<file path="src/rtl/noc_flit_to_axis_depacketizer.sv">
// noc_flit_to_axis_depacketizer: rebuilds AXI4-Stream packets from NoC flits behind a 2-entry skid buffer
module noc_flit_to_axis_depacketizer #(
    parameter int DataWidth = 64,
    parameter int IdWidth   = 4,
    parameter int DestWidth = 8,
    parameter int CntWidth  = 16
) (
    input  logic                      clk_i,
    input  logic                      rst_ni,
    input  logic [DataWidth+1:0]      flit_i,
    input  logic                      flit_valid_i,
    output logic                      flit_ready_o,
    output logic [DataWidth-1:0]      m_axis_tdata_o,
    output logic [IdWidth-1:0]        m_axis_tid_o,
    output logic [DestWidth-1:0]      m_axis_tdest_o,
    output logic                      m_axis_tlast_o,
    output logic                      m_axis_tvalid_o,
    input  logic                      m_axis_tready_i,
    output logic [CntWidth-1:0]       pkt_count_o,
    output logic [CntWidth-1:0]       err_count_o,
    output logic                      error_o
);
    localparam int FlitWidth = DataWidth + 2;

    if (IdWidth + DestWidth > DataWidth) begin : g_width_chk
        $error("IdWidth + DestWidth must not exceed DataWidth");
    end

    typedef enum logic {IDLE, PAYLOAD} state_t;

    typedef struct packed {
        logic [DataWidth-1:0] data;
        logic [IdWidth-1:0]   tid;
        logic [DestWidth-1:0] tdest;
        logic                 last;
    } beat_t;

    state_t               state_q, state_d;
    beat_t                main_q, skid_q, beat;
    logic                 main_v, skid_v, rdy_q, err_q;
    logic [IdWidth-1:0]   tid_q;
    logic [DestWidth-1:0] tdest_q;
    logic [CntWidth-1:0]  pkt_q, errc_q;
    logic [1:0]           ftype;
    logic                 accept, push, pop, drop, latch;

    assign ftype        = flit_i[FlitWidth-1 -: 2];
    assign flit_ready_o = rdy_q & ~skid_v;
    assign accept       = flit_valid_i & flit_ready_o;
    assign pop          = main_v & m_axis_tready_i;
    assign beat         = {flit_i[DataWidth-1:0], tid_q, tdest_q, ftype == 2'b10};

    // packet framing: headers open a packet, body/tail produce beats, anything unexpected is dropped
    always_comb begin
        state_d = state_q;
        push    = 1'b0;
        drop    = 1'b0;
        latch   = 1'b0;
        if (accept) begin
            if (state_q == IDLE) begin
                latch   = ftype == 2'b00;
                drop    = ftype != 2'b00;
                state_d = ftype == 2'b00 ? PAYLOAD : IDLE;
            end else begin
                push    = ftype[0] ^ ftype[1];
                drop    = ~(ftype[0] ^ ftype[1]);
                state_d = ftype == 2'b10 ? IDLE : PAYLOAD;
            end
        end
    end

    // state, header latches, counters and the main/skid beat buffer
    always_ff @(posedge clk_i or negedge rst_ni) begin
        if (!rst_ni) begin
            state_q <= IDLE;
            main_q  <= '0;
            skid_q  <= '0;
            main_v  <= 1'b0;
            skid_v  <= 1'b0;
            rdy_q   <= 1'b0;
            err_q   <= 1'b0;
            tid_q   <= '0;
            tdest_q <= '0;
            pkt_q   <= '0;
            errc_q  <= '0;
        end else begin
            state_q <= state_d;
            rdy_q   <= 1'b1;
            err_q   <= drop;
            if (latch) begin
                tid_q   <= flit_i[DestWidth+IdWidth-1:DestWidth];
                tdest_q <= flit_i[DestWidth-1:0];
            end
            if (drop && !(&errc_q)) errc_q <= errc_q + CntWidth'(1);
            if (pop && main_q.last) pkt_q <= pkt_q + CntWidth'(1);
            if (pop) begin
                if (skid_v) begin
                    main_q <= skid_q;
                    skid_v <= 1'b0;
                end else if (push) begin
                    main_q <= beat;
                end else begin
                    main_v <= 1'b0;
                end
            end else if (push) begin
                if (!main_v) begin
                    main_q <= beat;
                    main_v <= 1'b1;
                end else begin
                    skid_q <= beat;
                    skid_v <= 1'b1;
                end
            end
        end
    end

    assign m_axis_tdata_o  = main_q.data;
    assign m_axis_tid_o    = main_q.tid;
    assign m_axis_tdest_o  = main_q.tdest;
    assign m_axis_tlast_o  = main_q.last;
    assign m_axis_tvalid_o = main_v;
    assign pkt_count_o     = pkt_q;
    assign err_count_o     = errc_q;
    assign error_o         = err_q;
endmodule

</file>
<file path="config.mk">
export PLATFORM = sky130hd
export DESIGN_NAME = noc_flit_to_axis_depacketizer
export DESIGN_NICKNAME = d
export VERILOG_FILES = /design/src/rtl/noc_flit_to_axis_depacketizer.sv
export SDC_FILE = /design/constraint.sdc
export NUM_CORES = 1
export LEC_CHECK = 0
export ABC_AREA = 1
export BUFFER_PORTS_ARGS = -buffer_cell sky130_fd_sc_hd__buf_4
export CAP_MARGIN = 15
export CORE_AREA = 2 2 145 133
export CTS_BUF_LIST = sky130_fd_sc_hd__clkbuf_4 sky130_fd_sc_hd__clkbuf_8 sky130_fd_sc_hd__clkbuf_16
export CTS_CLUSTER_SIZE = 24
export DETAILED_ROUTE_END_ITERATION = 10
export DIE_AREA = 0 0 147 135
export HOLD_SLACK_MARGIN = 0.05
export PLACE_DENSITY_LB_ADDON = 0.3
export SLEW_MARGIN = 20
export SYNTH_ARGS = -nofsm -noshare
export SYNTH_HDL_FRONTEND = slang
export SYNTH_SLANG_ARGS = --single-unit
</file>
<file path="constraint.sdc">
create_clock -name clk_i -period 2.42 [get_ports clk_i]
set_input_delay 0 -clock clk_i [delete_from_list [all_inputs] [get_ports clk_i]]
set_output_delay 0 -clock clk_i [all_outputs]
set_load 0.02 [all_outputs]
</file>
==> impl_summary.txt <==
----------------------------------------------------
[Status]
  Status ... completed

[Pwr]
  Pwr dens ... 1050 nW/µm²
  Worst vdd rail ir drop ... 0.6261 mV
  Leakage component of the power ... 0.006256 µW
  Final Total Pwr ... 12480 µW

[Synth]
  Netlist cell types ... 28
  Cell types with the largest area share after synthesis ... sky130_fd_sc_hd__dfrtp_1 57%, sky130_fd_sc_hd__nand2_1 9.9%, sky130_fd_sc_hd__a21oi_1 6.1%
  Number of instances in the synthesized netlist ... 1062
  Synth Net Count ... 1136
  Post-synthesis sequential element count ... 203
  Warning count from the yosys run ... 0
  Combined area of all synthesized cells ... 8989 µm²
  Sequential fraction of the synthesis area ... 0.5651
  Top-area cell type share of the netlist area ... 0.5651
  Cell type with the largest total area after synthesis ... sky130_fd_sc_hd__dfrtp_1
  Average cell area after synthesis ... 8.464 µm²

[Setup path]
  Critical path endpoint ... skid_q[42]
  CP cell instances ... dlygate4sd3_1, buf_4, inv_1, ha_1, nand2_1, nor2_2, nand2_4, buf_4, nor2_1, a21oi_1
  Critical Path End Type ... flop
  Required time of the critical path ... 2.84 ns
  Class of the most critical setup path ... in2reg
  CP startpoint kind ... primary input
  Slowest cell on the critical path ... sky130_fd_sc_hd__dlygate4sd3_1
  Critical path origin ... flit_i[64]
  CP dominant cell by count ... sky130_fd_sc_hd__buf_4
  Largest stage delay, worst path ... 0.54 ns
  Destination of the worst register-to-register timing path ... skid_q[29]
  Arrival time of data at the critical path endpoint ... 2.33 ns
  Count of buffer and inverter cells on the critical path ... 4
  Worst R2R Start ... skid_v
  Cell count along the critical path ... 10
  Setup slack of the most critical reg-to-reg path ... 0.57 ns
  Largest driver fanout on the critical path ... 56
  Top cell family by delay on the critical path ... buffers and inverters
  Worst reg2reg path depth ... 7

[Cells and area]
  Core Util, Final ... 0.6518
  Number of diodes added for antenna fixing ... 0
  Commonest cells after routing, fill and taps aside ... 235 x sky130_fd_sc_hd__nand2_1, 203 x sky130_fd_sc_hd__dfrtp_1, 186 x sky130_fd_sc_hd__buf_4
  Commonest non-fill, non-tap cell in the layout ... sky130_fd_sc_hd__nand2_1
  Cell Count, Final, Fillers Out ... 1552
  NumNets Final ... 1369
  Finished layout cell area ... 11880 µm²
  Layout overhead on the synthesized area ... 32.20%
  Ratio of cells with drive above 1 in the final layout ... 0.1882

[Timing]
  Least-Margin Pin Slew ... 0.6684 ns
  Crit path time final ... 1.903 ns
  Worst slew margin relative to its limit ... 0.5528
  Part of the cycle the worst path needs ... 0.7862
  Setup repair after global routing missed its margin ... no
  Post-Route Setup TNS ... 0 ns
  Final number of setup-violating endpoints ... 0
  Total count of max-transition violations in the final report ... 0
  Highest attainable clock frequency ... 0.5256 GHz
  Final Hold Fails ... 0
  Clk_skew ... 0.02029 ns

[Drt]
  Detail-routed net length per standard cell ... 13.81 µm
  Antenna viol nets, final ... 0
  Routed vias/inst ... 4.902
  Number of design rule violations left after detail routing ... 0
  DRC violation total after the first TritonRoute iteration ... 427
  Pre-Repair DR Iteration Count ... 5
  Detailed-route via count ... 7608
  Routed Wire Length ... 21440 µm

[Global routing]
  Number of antenna violations at the first check in global routing ... 0
  Wire length of the first global-routing pass ... 35580 µm
  Overall global routing resource usage ... 0.2174
  Largest net degree at the start of global routing ... 155
  Number of global-route vias before repair ... 7120
  GRT overflow ... 0

[CTS]
  Post_cts resized ... 0
  Total clock sinks ... 203
  Number of buffers created by CTS ... 22
  Worst-Skew Late Latency ... 0.51 ns
  CTS clk-pin slew, worst paths ... 0.06 ns
  Clock root buffer ... sky130_fd_sc_hd__clkbuf_16
  Clock tree from TritonCTS ... built
  Post-CTS setup-driven buffer insertion count ... 0
  Post-cts hold buffer count ... 70
  Max Buffers Root-to-Sink ... 3
  H-tree lvl count ... 1

[Flow run]
  Maximum Capacitance Violations ... 0

[Placed design]
  Final weighted congestion in routability-driven placement ... 0.8717
  Post-DP Area ... 10470 µm²
  PortBufs ... 181
  Placed wire-length estimate ... 13710 µm
  Number of cells in the design after placement ... 1446

[Die]
  Floorplan die height ... 135 µm
  Ports placed on the boundary ... 182
  Core outline area ... 18230 µm²
  Horizontal extent of the die ... 147 µm
  Die ar. ... 19850 µm²
  FP Rows ... 47
  Starting density of the core ... 0.4931

[Min path]
  Type of the most critical hold path ... in2async

----------------------------------------------------
-- metrics by stage --
| step | worst slack [ns] | hold slack [ns] |
|---|---|---|
| after detailed placement | 0.5713 | 0.04624 |
| after global routing | 0.3370 | 0.1475 |
| final | 0.5174 | 0.06346 |
| after CTS | 0.5490 | 0.08382 |
| after global placement | 0.6418 | 0.04436 |
| after floorplan | 0.7976 | -0.2956 |
-- sequential cells by signal, indices dropped and copies added (netlist names), named ones only --
| signal | cells |
|---|---|
| skid_q | 77 |
| tdest_q | 8 |
| pkt_count_o | 16 |
| m_axis_tid_o | 4 |
| err_count_o | 16 |
| m_axis_tdata_o | 64 |
| tid_q | 4 |
| m_axis_tdest_o | 8 |
| rdy_q | 1 |
| skid_v | 1 |
| m_axis_tlast_o | 1 |
| m_axis_tvalid_o | 1 |
| error_o | 1 |
-- per-layer routing --
metal  global-route usage  up-vias  share of wire  routed length [µm]
li1                     -     3835              -                   -
met1               0.3194     3531           0.46                9960
met2               0.3435      211           0.46                9891
met3              0.03007       31          0.053                1140
met4              0.05823        0          0.021                 448
met5                    0        -              0                   0
-- final cells by class --
class	instances	area [µm²]
Inverter	114	427.9
Sequential cell	203	5080
Multi-Input combinational cell	692	3148
Clock buffer	33	683.2
Clock inverter	3	26.28
Fill cell	1461	6347
Tap cell	245	306.5
Timing Repair Buffer	262	2211
-- synth_stat cells (all sizes together) --
| master | number |
|---|---|
| a21oi | 109 |
| xnor2 | 8 |
| nor3 | 4 |
| clkinv | 1 |
| o21ai | 144 |
| conb | 1 |
| nand4 | 9 |
| buf | 32 |
| clkbuf | 21 |
| ha | 4 |
| inv | 113 |
| xor2 | 7 |
| nand3b | 2 |
| or2 | 1 |
| dfrtp | 203 |
| nand2 | 239 |
| nand3 | 19 |
| nor2 | 144 |
| o21bai | 1 |
-- worst min-delay path by stage --
stage                       to  slack, ns  depth (start not counted)
3_5_place_dp   pkt_count_o[11]       0.05                          1
2_1_floorplan        async pin      -0.30                          0
4_1_cts        pkt_count_o[10]       0.08                          2
5_1_grt        pkt_count_o[13]       0.15                          2
3_3_place_gp   pkt_count_o[11]       0.04                          1
6_report       pkt_count_o[10]       0.06                          2
-- cells by family (layout without fill, tap and decap cells) --
logic type               count (synthesis)  after routing  share of synthesized area
AO/OA/AOI/OAI                          254            254                     0.1421
other                                    1              1                  0.0004172
buffers and inverters                  167            412                    0.08658
flip-flops                             203            203                     0.5651
XOR/XNOR                                15             15                    0.01462
adder cells (fa/ha/maj)                  4              4                   0.005568
AND/OR/NAND/NOR                        418            418                     0.1856
-- report_power, final --
group / switching, µW / internal, µW
Sequential: 646 / 4540
Combinational: 2340 / 1700
Clock: 1310 / 1940
Note: power is estimated with default switching activity, not from simulation.
